**config.mk**
```make
export PLATFORM = sky130hd
export DESIGN_NAME = uhci_op_regs_flat
export DESIGN_NICKNAME = d
export VERILOG_FILES = /design/src/rtl/uhci_op_regs_if.sv /design/src/rtl/uhci_op_regs.sv /design/src/flat_wrapper.sv
export SDC_FILE = /design/constraint.sdc
export NUM_CORES = 1
export LEC_CHECK = 0
export CAP_MARGIN = 0
export CORE_ASPECT_RATIO = 0.5
export CORE_MARGIN = 5
export CORE_UTILIZATION = 52
export DETAILED_ROUTE_END_ITERATION = 8
export PLACE_DENSITY = 0.81
export SETUP_SLACK_MARGIN = 0.05
export SYNTH_ARGS = -nofsm -noshare
export SYNTH_HDL_FRONTEND = slang
export SYNTH_SLANG_ARGS = --single-unit
```
**constraint.sdc**
```tcl
create_clock -name Clk_UHCI -period 3.13 [get_ports Clk_UHCI]
set_clock_uncertainty 0.2 [all_clocks]
set_input_delay 0.626 -clock Clk_UHCI [delete_from_list [all_inputs] [get_ports Clk_UHCI]]
set_output_delay 0.626 -clock Clk_UHCI [all_outputs]
set_load 0.03 [all_outputs]
```
**src/rtl/uhci_op_regs_if.sv**
```systemverilog
// Byte-wide register bus between the AXI slave bridge and the UHCI operational register bank.
interface uhci_op_regs_if #(parameter int usb_reg_W = 6);
  logic [usb_reg_W-1:0] addr_reg;
  logic [7:0]           data_reg;
  logic                 wr_en_reg;
  logic                 rd_en_reg;
  logic [7:0]           r_data_reg;
  logic                 data_reg_toggle;

  modport master (output addr_reg, data_reg, wr_en_reg, rd_en_reg,
                  input  r_data_reg, data_reg_toggle);
  modport slave  (input  addr_reg, data_reg, wr_en_reg, rd_en_reg,
                  output r_data_reg, data_reg_toggle);
endinterface

```
**src/rtl/uhci_op_regs.sv**
```systemverilog
// UHCI operational register bank: byte-wide bridge access, frame counter, frame-list pointer and
// host-controller interrupt, all in the Clk_UHCI domain.
module uhci_op_regs #(
  parameter int         usb_reg_W  = 6,
  parameter logic [7:0] SOFMOD_RST = 8'h40
) (
  input  logic              Clk_UHCI,
  input  logic              Rst_UHCI,
  uhci_op_regs_if.slave     bus,
  input  logic              sof_tick,
  input  logic              set_usbint,
  input  logic              set_usberrint,
  input  logic              set_hse,
  input  logic              set_hcpe,
  input  logic [1:0]        port_ccs,
  output logic              run,
  output logic [31:0]       frame_list_addr,
  output logic              irq
);
  logic [7:0]  a;
  logic [7:0]  d;
  logic        wr;

  logic [7:0]  cmd;       // HCRESET (bit 1) is never stored, so it always reads 0
  logic [4:0]  sts;
  logic        hchalted;
  logic [3:0]  intr;
  logic [10:0] frnum;
  logic [19:0] flbase;
  logic [6:0]  sofmod;
  logic [1:0]  csc, pe, pec;
  logic [1:0]  ccs_prev;

  logic        rd_prev;
  logic [7:0]  rdata;
  logic        hc_reset;
  logic [4:0]  sts_set, sts_w1c;
  logic [1:0]  csc_w1c, pec_w1c;
  logic        irq_next;

  assign a  = 8'(bus.addr_reg);
  assign d  = bus.data_reg;
  assign wr = bus.wr_en_reg;

  assign run             = cmd[0] & ~hchalted;
  assign frame_list_addr = {flbase, frnum[9:0], 2'b00};

  always_comb begin
    rdata = 8'h00;
    case (a)
      8'h00: rdata = cmd;
      8'h02: rdata = {2'b00, hchalted, sts};
      8'h04: rdata = {4'h0, intr};
      8'h06: rdata = frnum[7:0];
      8'h07: rdata = {5'b0, frnum[10:8]};
      8'h09: rdata = {flbase[3:0], 4'h0};
      8'h0A: rdata = flbase[11:4];
      8'h0B: rdata = flbase[19:12];
      8'h0C: rdata = {1'b0, sofmod};
      8'h10: rdata = {4'h0, pec[0], pe[0], csc[0], port_ccs[0]};
      8'h12: rdata = {4'h0, pec[1], pe[1], csc[1], port_ccs[1]};
      default: rdata = 8'h00;
    endcase
  end

  always_comb begin
    hc_reset = wr && (a == 8'h00) && d[1];
    sts_set  = {set_hcpe, set_hse, 1'b0, set_usberrint, set_usbint};
    sts_w1c  = (wr && a == 8'h02) ? d[4:0] : 5'h00;
    csc_w1c  = {wr && a == 8'h12 && d[1], wr && a == 8'h10 && d[1]};
    pec_w1c  = {wr && a == 8'h12 && d[3], wr && a == 8'h10 && d[3]};
    irq_next = (sts[0] & (intr[2] | intr[3])) | (sts[1] & intr[0]) |
               (sts[2] & intr[1]) | sts[3] | sts[4];
  end

  // Read path and connect-status history live outside the HCRESET domain: a host-controller
  // reset neither disturbs the bridge handshake nor fakes a connect change.
  always_ff @(posedge Clk_UHCI) begin
    rd_prev  <= bus.rd_en_reg;
    if (Rst_UHCI) begin
      bus.r_data_reg      <= 8'h00;
      bus.data_reg_toggle <= 1'b0;
      ccs_prev            <= 2'b00;
    end else begin
      ccs_prev <= port_ccs;
      if (bus.rd_en_reg && !rd_prev) begin
        bus.r_data_reg      <= rdata;
        bus.data_reg_toggle <= ~bus.data_reg_toggle;
      end
    end
  end

  always_ff @(posedge Clk_UHCI) begin
    if (Rst_UHCI || hc_reset) begin
      cmd      <= 8'h00;
      sts      <= 5'h00;
      hchalted <= 1'b1;
      intr     <= 4'h0;
      frnum    <= 11'h000;
      flbase   <= 20'h00000;
      sofmod   <= SOFMOD_RST[6:0];
      csc      <= 2'b00;
      pe       <= 2'b00;
      pec      <= 2'b00;
      irq      <= 1'b0;
    end else begin
      hchalted <= ~cmd[0];
      if (wr && a == 8'h00) cmd <= d & 8'hFD;
      // Fatal errors stop the schedule even if software sets RS in the same cycle
      if (set_hse || set_hcpe) cmd[0] <= 1'b0;
      sts <= (sts & ~sts_w1c) | sts_set;
      if (wr && a == 8'h04) intr <= d[3:0];
      if (wr && hchalted && a == 8'h06)      frnum[7:0]  <= d;
      else if (wr && hchalted && a == 8'h07) frnum[10:8] <= d[2:0];
      else if (run && sof_tick)              frnum       <= frnum + 11'd1;
      if (wr && a == 8'h09) flbase[3:0]   <= d[7:4];
      if (wr && a == 8'h0A) flbase[11:4]  <= d;
      if (wr && a == 8'h0B) flbase[19:12] <= d;
      if (wr && a == 8'h0C) sofmod <= d[6:0];
      csc <= (csc & ~csc_w1c) | (port_ccs ^ ccs_prev);
      pec <= pec & ~pec_w1c;
      if (wr && a == 8'h10) pe[0] <= d[2];
      if (wr && a == 8'h12) pe[1] <= d[2];
      irq <= irq_next;
    end
  end
endmodule

```
**src/flat_wrapper.sv**
```systemverilog
// flat-port wrapper written by rule: the top's interface ports become plain ports
module uhci_op_regs_flat 
#(
  parameter int         usb_reg_W  = 6,
  parameter logic [7:0] SOFMOD_RST = 8'h40
)
  (Clk_UHCI, Rst_UHCI, sof_tick, set_usbint, set_usberrint, set_hse, set_hcpe, port_ccs, run, frame_list_addr, irq, bus_addr_reg, bus_data_reg, bus_wr_en_reg, bus_rd_en_reg, bus_r_data_reg, bus_data_reg_toggle);
  uhci_op_regs_if #(.usb_reg_W(usb_reg_W)) bus_i ();
  input  logic Clk_UHCI;
  input  logic Rst_UHCI;
  input  logic sof_tick;
  input  logic set_usbint;
  input  logic set_usberrint;
  input  logic set_hse;
  input  logic set_hcpe;
  input  logic [1:0] port_ccs;
  output logic run;
  output logic [31:0] frame_list_addr;
  output logic irq;
  input wire logic [$bits(bus_i.addr_reg)-1:0] bus_addr_reg;
  input wire logic [$bits(bus_i.data_reg)-1:0] bus_data_reg;
  input wire logic [$bits(bus_i.wr_en_reg)-1:0] bus_wr_en_reg;
  input wire logic [$bits(bus_i.rd_en_reg)-1:0] bus_rd_en_reg;
  output wire logic [$bits(bus_i.r_data_reg)-1:0] bus_r_data_reg;
  output wire logic [$bits(bus_i.data_reg_toggle)-1:0] bus_data_reg_toggle;
  assign bus_i.addr_reg = bus_addr_reg;
  assign bus_i.data_reg = bus_data_reg;
  assign bus_i.wr_en_reg = bus_wr_en_reg;
  assign bus_i.rd_en_reg = bus_rd_en_reg;
  assign bus_r_data_reg = bus_i.r_data_reg;
  assign bus_data_reg_toggle = bus_i.data_reg_toggle;
  uhci_op_regs #(.usb_reg_W(usb_reg_W), .SOFMOD_RST(SOFMOD_RST)) u_core (.Clk_UHCI(Clk_UHCI), .Rst_UHCI(Rst_UHCI), .bus(bus_i), .sof_tick(sof_tick), .set_usbint(set_usbint), .set_usberrint(set_usberrint), .set_hse(set_hse), .set_hcpe(set_hcpe), .port_ccs(port_ccs), .run(run), .frame_list_addr(frame_list_addr), .irq(irq));
endmodule
```
==> summary.md <==
| Metric | Value |
|---|---|
| Multi-input gate area | `1840 sq um` |
| Global-route wire length before repair | `16.6 mm` |
| Die X | `127 microns` |
| Largest net degree at the start of global routing | `42` |
| Cell Area, Synth | `3540 sq um` |
| PostCTS Resize Cnt | `0` |
| Clk root buf | `clkbuf_16` |
| Post-Synth Adder-Cell Area | `0.00353` |
| Antenna diode count | `0` |
| CTS Buf Count | `9` |
| Startpoint Class | `input pin` |
| Tightest Pin Transition | `826 ps` |
| Setup TNS Final | `0 ps` |
| Fin Hold WS | `255 ps` |
| Number of global-route vias before repair | `3,208` |
| Slew Viols, Final | `0` |
| Status | `finished, final reports clean` |
| Crit path max-delay cell type | `or4b_1` |
| Slowest stage delay, CP | `630 ps` |
| Via count | `3,595` |
| DR WL/cell | `17.9 microns` |
| RSZ-0062 raised after global routing | `false` |
| Final ANT Viol Nets | `0` |
| # DRC | `0` |
| Crit path cell chain | `clkdlybuf4s50_1 > or4b_1 > buf_4 > or3_1 > nand2_1 > o221ai_1 > a21oi_1` |
| Most used cells in the layout excluding fill and tap cells | `dfxtp_1, clkdlybuf4s50_1, nand2_1, a21oi_1, nand3_1` |
| First DRT Iteration DRCs | `455` |
| Avg Cell Area, Syn | `8.17 sq um` |
| Final Hold Fails | `0` |
| Area of the core | `6650 sq um` |
| Period utilization | `0.874` |
| Area Growth Syn to Fin | `29.5%` |
| Worst skew pair latency | `340 ps` |
| Total congestion overflow | `0` |
| Fmax | `365 MHz` |
| Final wirelength | `10.6 mm` |
| Leakage power | `1.63 nW` |
| Type of destination of the critical path | `flip-flop` |
| Final Critical Period | `2740 ps` |
| Synth warn | `0` |
| Design area | `4590 sq um` |
| Complex-gate fraction of the synthesized area | `0.194` |
| WP data arrival | `2800 ps` |
| Starting Density | `0.533` |
| Site Rows | `21` |
| Post-CTS Setup Inserts | `0` |
| DIE AREA | `8670 sq um` |
| Crit Path Max Fanout | `7` |
| Commonest non-fill, non-tap cell in the layout | `dfxtp_1` |
| Total Power | `2.12 mW` |
| Final net count | `521` |
| PortBufs | `65` |
| Global Route Usage Sum | `0.249` |
| Number of buffers and inverters on the critical path | `2` |
| Crit-path leading delay family | `simple AND/OR/NAND/NOR gates` |
| Slew HR | `0.447` |
| Height of the die | `68.4 microns` |
| H-tree level count | `3` |
| Critical path required time | `3200 ps` |
| Cts hold-fix bufs | `0` |
| Mapped Cells | `434` |
| Max FFs per register | `20` |
| # Max-Cap Violations | `0` |
| CTS clk-pin slew, worst paths | `60 ps` |
| I/O pins | `68` |
| CTS tree | `yes` |
| Crit Path Class | `in2reg` |
| Clock Sink Count | `74` |
| VDD IR max | `317 uV` |
| Hold Path Class | `reg2reg` |
| Sequential fraction of the synthesis area | `0.418` |
| Post-DP HPWL | `7.61 mm` |
| Layout filler cell count | `525` |
| Largest family of logic cells by synthesized area | `simple AND/OR/NAND/NOR gates` |
| Initial antenna violation count | `0` |
| Synth unique cells | `46` |
| Fraction of layout instances using a drive strength above 1 | `0.102` |
| Placed inst area | `4310 sq um` |
| DRT Pass-1 Iters | `5` |
| Power density over cell area | `462 nW/um^2` |
| Register area | `1480 sq um` |
| Mux cell area share after synthesis | `0.0522` |
| DR vias/cell | `6.07` |
| Synth Area in XOR/XNOR | `0.0173` |
| Simple-Gate Fraction of Synth Area | `0.248` |
| Final setup violation count | `0` |
| Final Wtd Congestion | `0.970` |
| CTS Buffer Depth | `2` |
| Synthesized flop and latch total | `74` |
layout make-up:
| class | count | share of cell area |
|---|---|---|
| multi-input cells | 315 | 0.400 |
| flip-flops and latches | 74 | 0.323 |
| repair buffers | 92 | 0.189 |
| clock buffers | 13 | 0.0523 |
| well taps | 92 | 0.0251 |
| clock inverters | 3 | 0.00872 |
| inverters | 3 | 0.00245 |
per-layer routing:
layer / vias to the layer above / part of all wire / GRT usage
met5: - / 0 / 0
met4: 0 / 0.014 / 0.0775
met3: 18 / 0.14 / 0.0772
met2: 216 / 0.43 / 0.367
met1: 1690 / 0.42 / 0.349
li1: 1671 / - / -
stage by stage:
stage / std cells / utilization / setup slack (ps)
after floorplan: 435 / - / 703
after global placement: 576 / 0.648 / 150
after detailed placement: 576 / 0.648 / 71.8
after CTS: 592 / 0.690 / 417
after global routing: 592 / 0.690 / 294
final: 592 / 0.690 / 393
path summary, 6_finish.rpt:
check,from,to,slack [ps],cells after the start
worst max-delay path,bus_addr_reg[5],u_core.frnum[0]$_SDFFE_PP0P_,390,7
worst min-delay path,u_core.sofmod[0]$_SDFFE_PP0P_,u_core.sofmod[0]$_SDFFE_PP0P_,260,2
worst max register to register,u_core.frnum[1]$_SDFFE_PP0P_,u_core.frnum[10]$_SDFFE_PP0P_,1050,6
worst min register to register,u_core.sofmod[0]$_SDFFE_PP0P_,u_core.sofmod[0]$_SDFFE_PP0P_,260,2
tightest hold or removal path, delay by kind of cell (launching register included):
kind | cells | cell delay [ps]
DFF | 1 | 310
and+or+nand+nor | 1 | 50
AOI/OAI and AO/OA | 1 | 50
power breakdown:
part	leakage (nW)	internal [mW]	switching, mW
combinational	0.894	0.0711	0.100
sequential	0.600	0.956	0.0102
clock	0.138	0.615	0.370
synth_stat cells (all sizes together):
master / instances / area, sq um
and2: 2 / 12.5
and3: 6 / 37.5
nand3: 44 / 220
nor3: 10 / 65.1
a32oi: 2 / 17.5
clkbuf: 18 / 67.6
a21o: 2 / 15.0
o22ai: 1 / 6.26
a22o: 9 / 78.8
o31ai: 1 / 7.51
nor2b: 6 / 37.5
and3b: 2 / 17.5
o221ai: 1 / 8.76
buf: 25 / 153
a21oi: 48 / 240
nand4: 2 / 12.5
a221o: 1 / 10.0
conb: 1 / 3.75
a31oi: 6 / 37.5
xnor2: 3 / 26.3
dfxtp: 74 / 1480
a22oi: 16 / 120
mux2i: 14 / 140
inv: 3 / 11.3
or4b: 4 / 40.0
a211oi: 3 / 22.5
mux2: 4 / 45.0
a221oi: 6 / 52.6
nor2: 32 / 120
ha: 1 / 12.5
o21ai: 8 / 40.0
nand2b: 2 / 12.5
or3: 3 / 18.8
o21a: 1 / 7.51
or4: 1 / 7.51
a31o: 1 / 8.76
nor4: 3 / 18.8
xor2: 4 / 35.0
nor4b: 3 / 38.8
nand2: 59 / 221
a21boi: 2 / 15.0
kinds of logic (layout without fill, tap and decap cells):
| family | Yosys count | after routing |
|---|---|---|
| buffers and inverters | 46 | 111 |
| other | 1 | 2 |
| AOI/OAI and AO/OA | 108 | 108 |
| and+or+nand+nor | 179 | 179 |
| adders and majority gates | 1 | 1 |
| DFF | 74 | 74 |
| xor gates and xnor gates | 7 | 7 |
| muxes | 18 | 18 |
No activity file was read; power rests on OpenSTA's default activity.
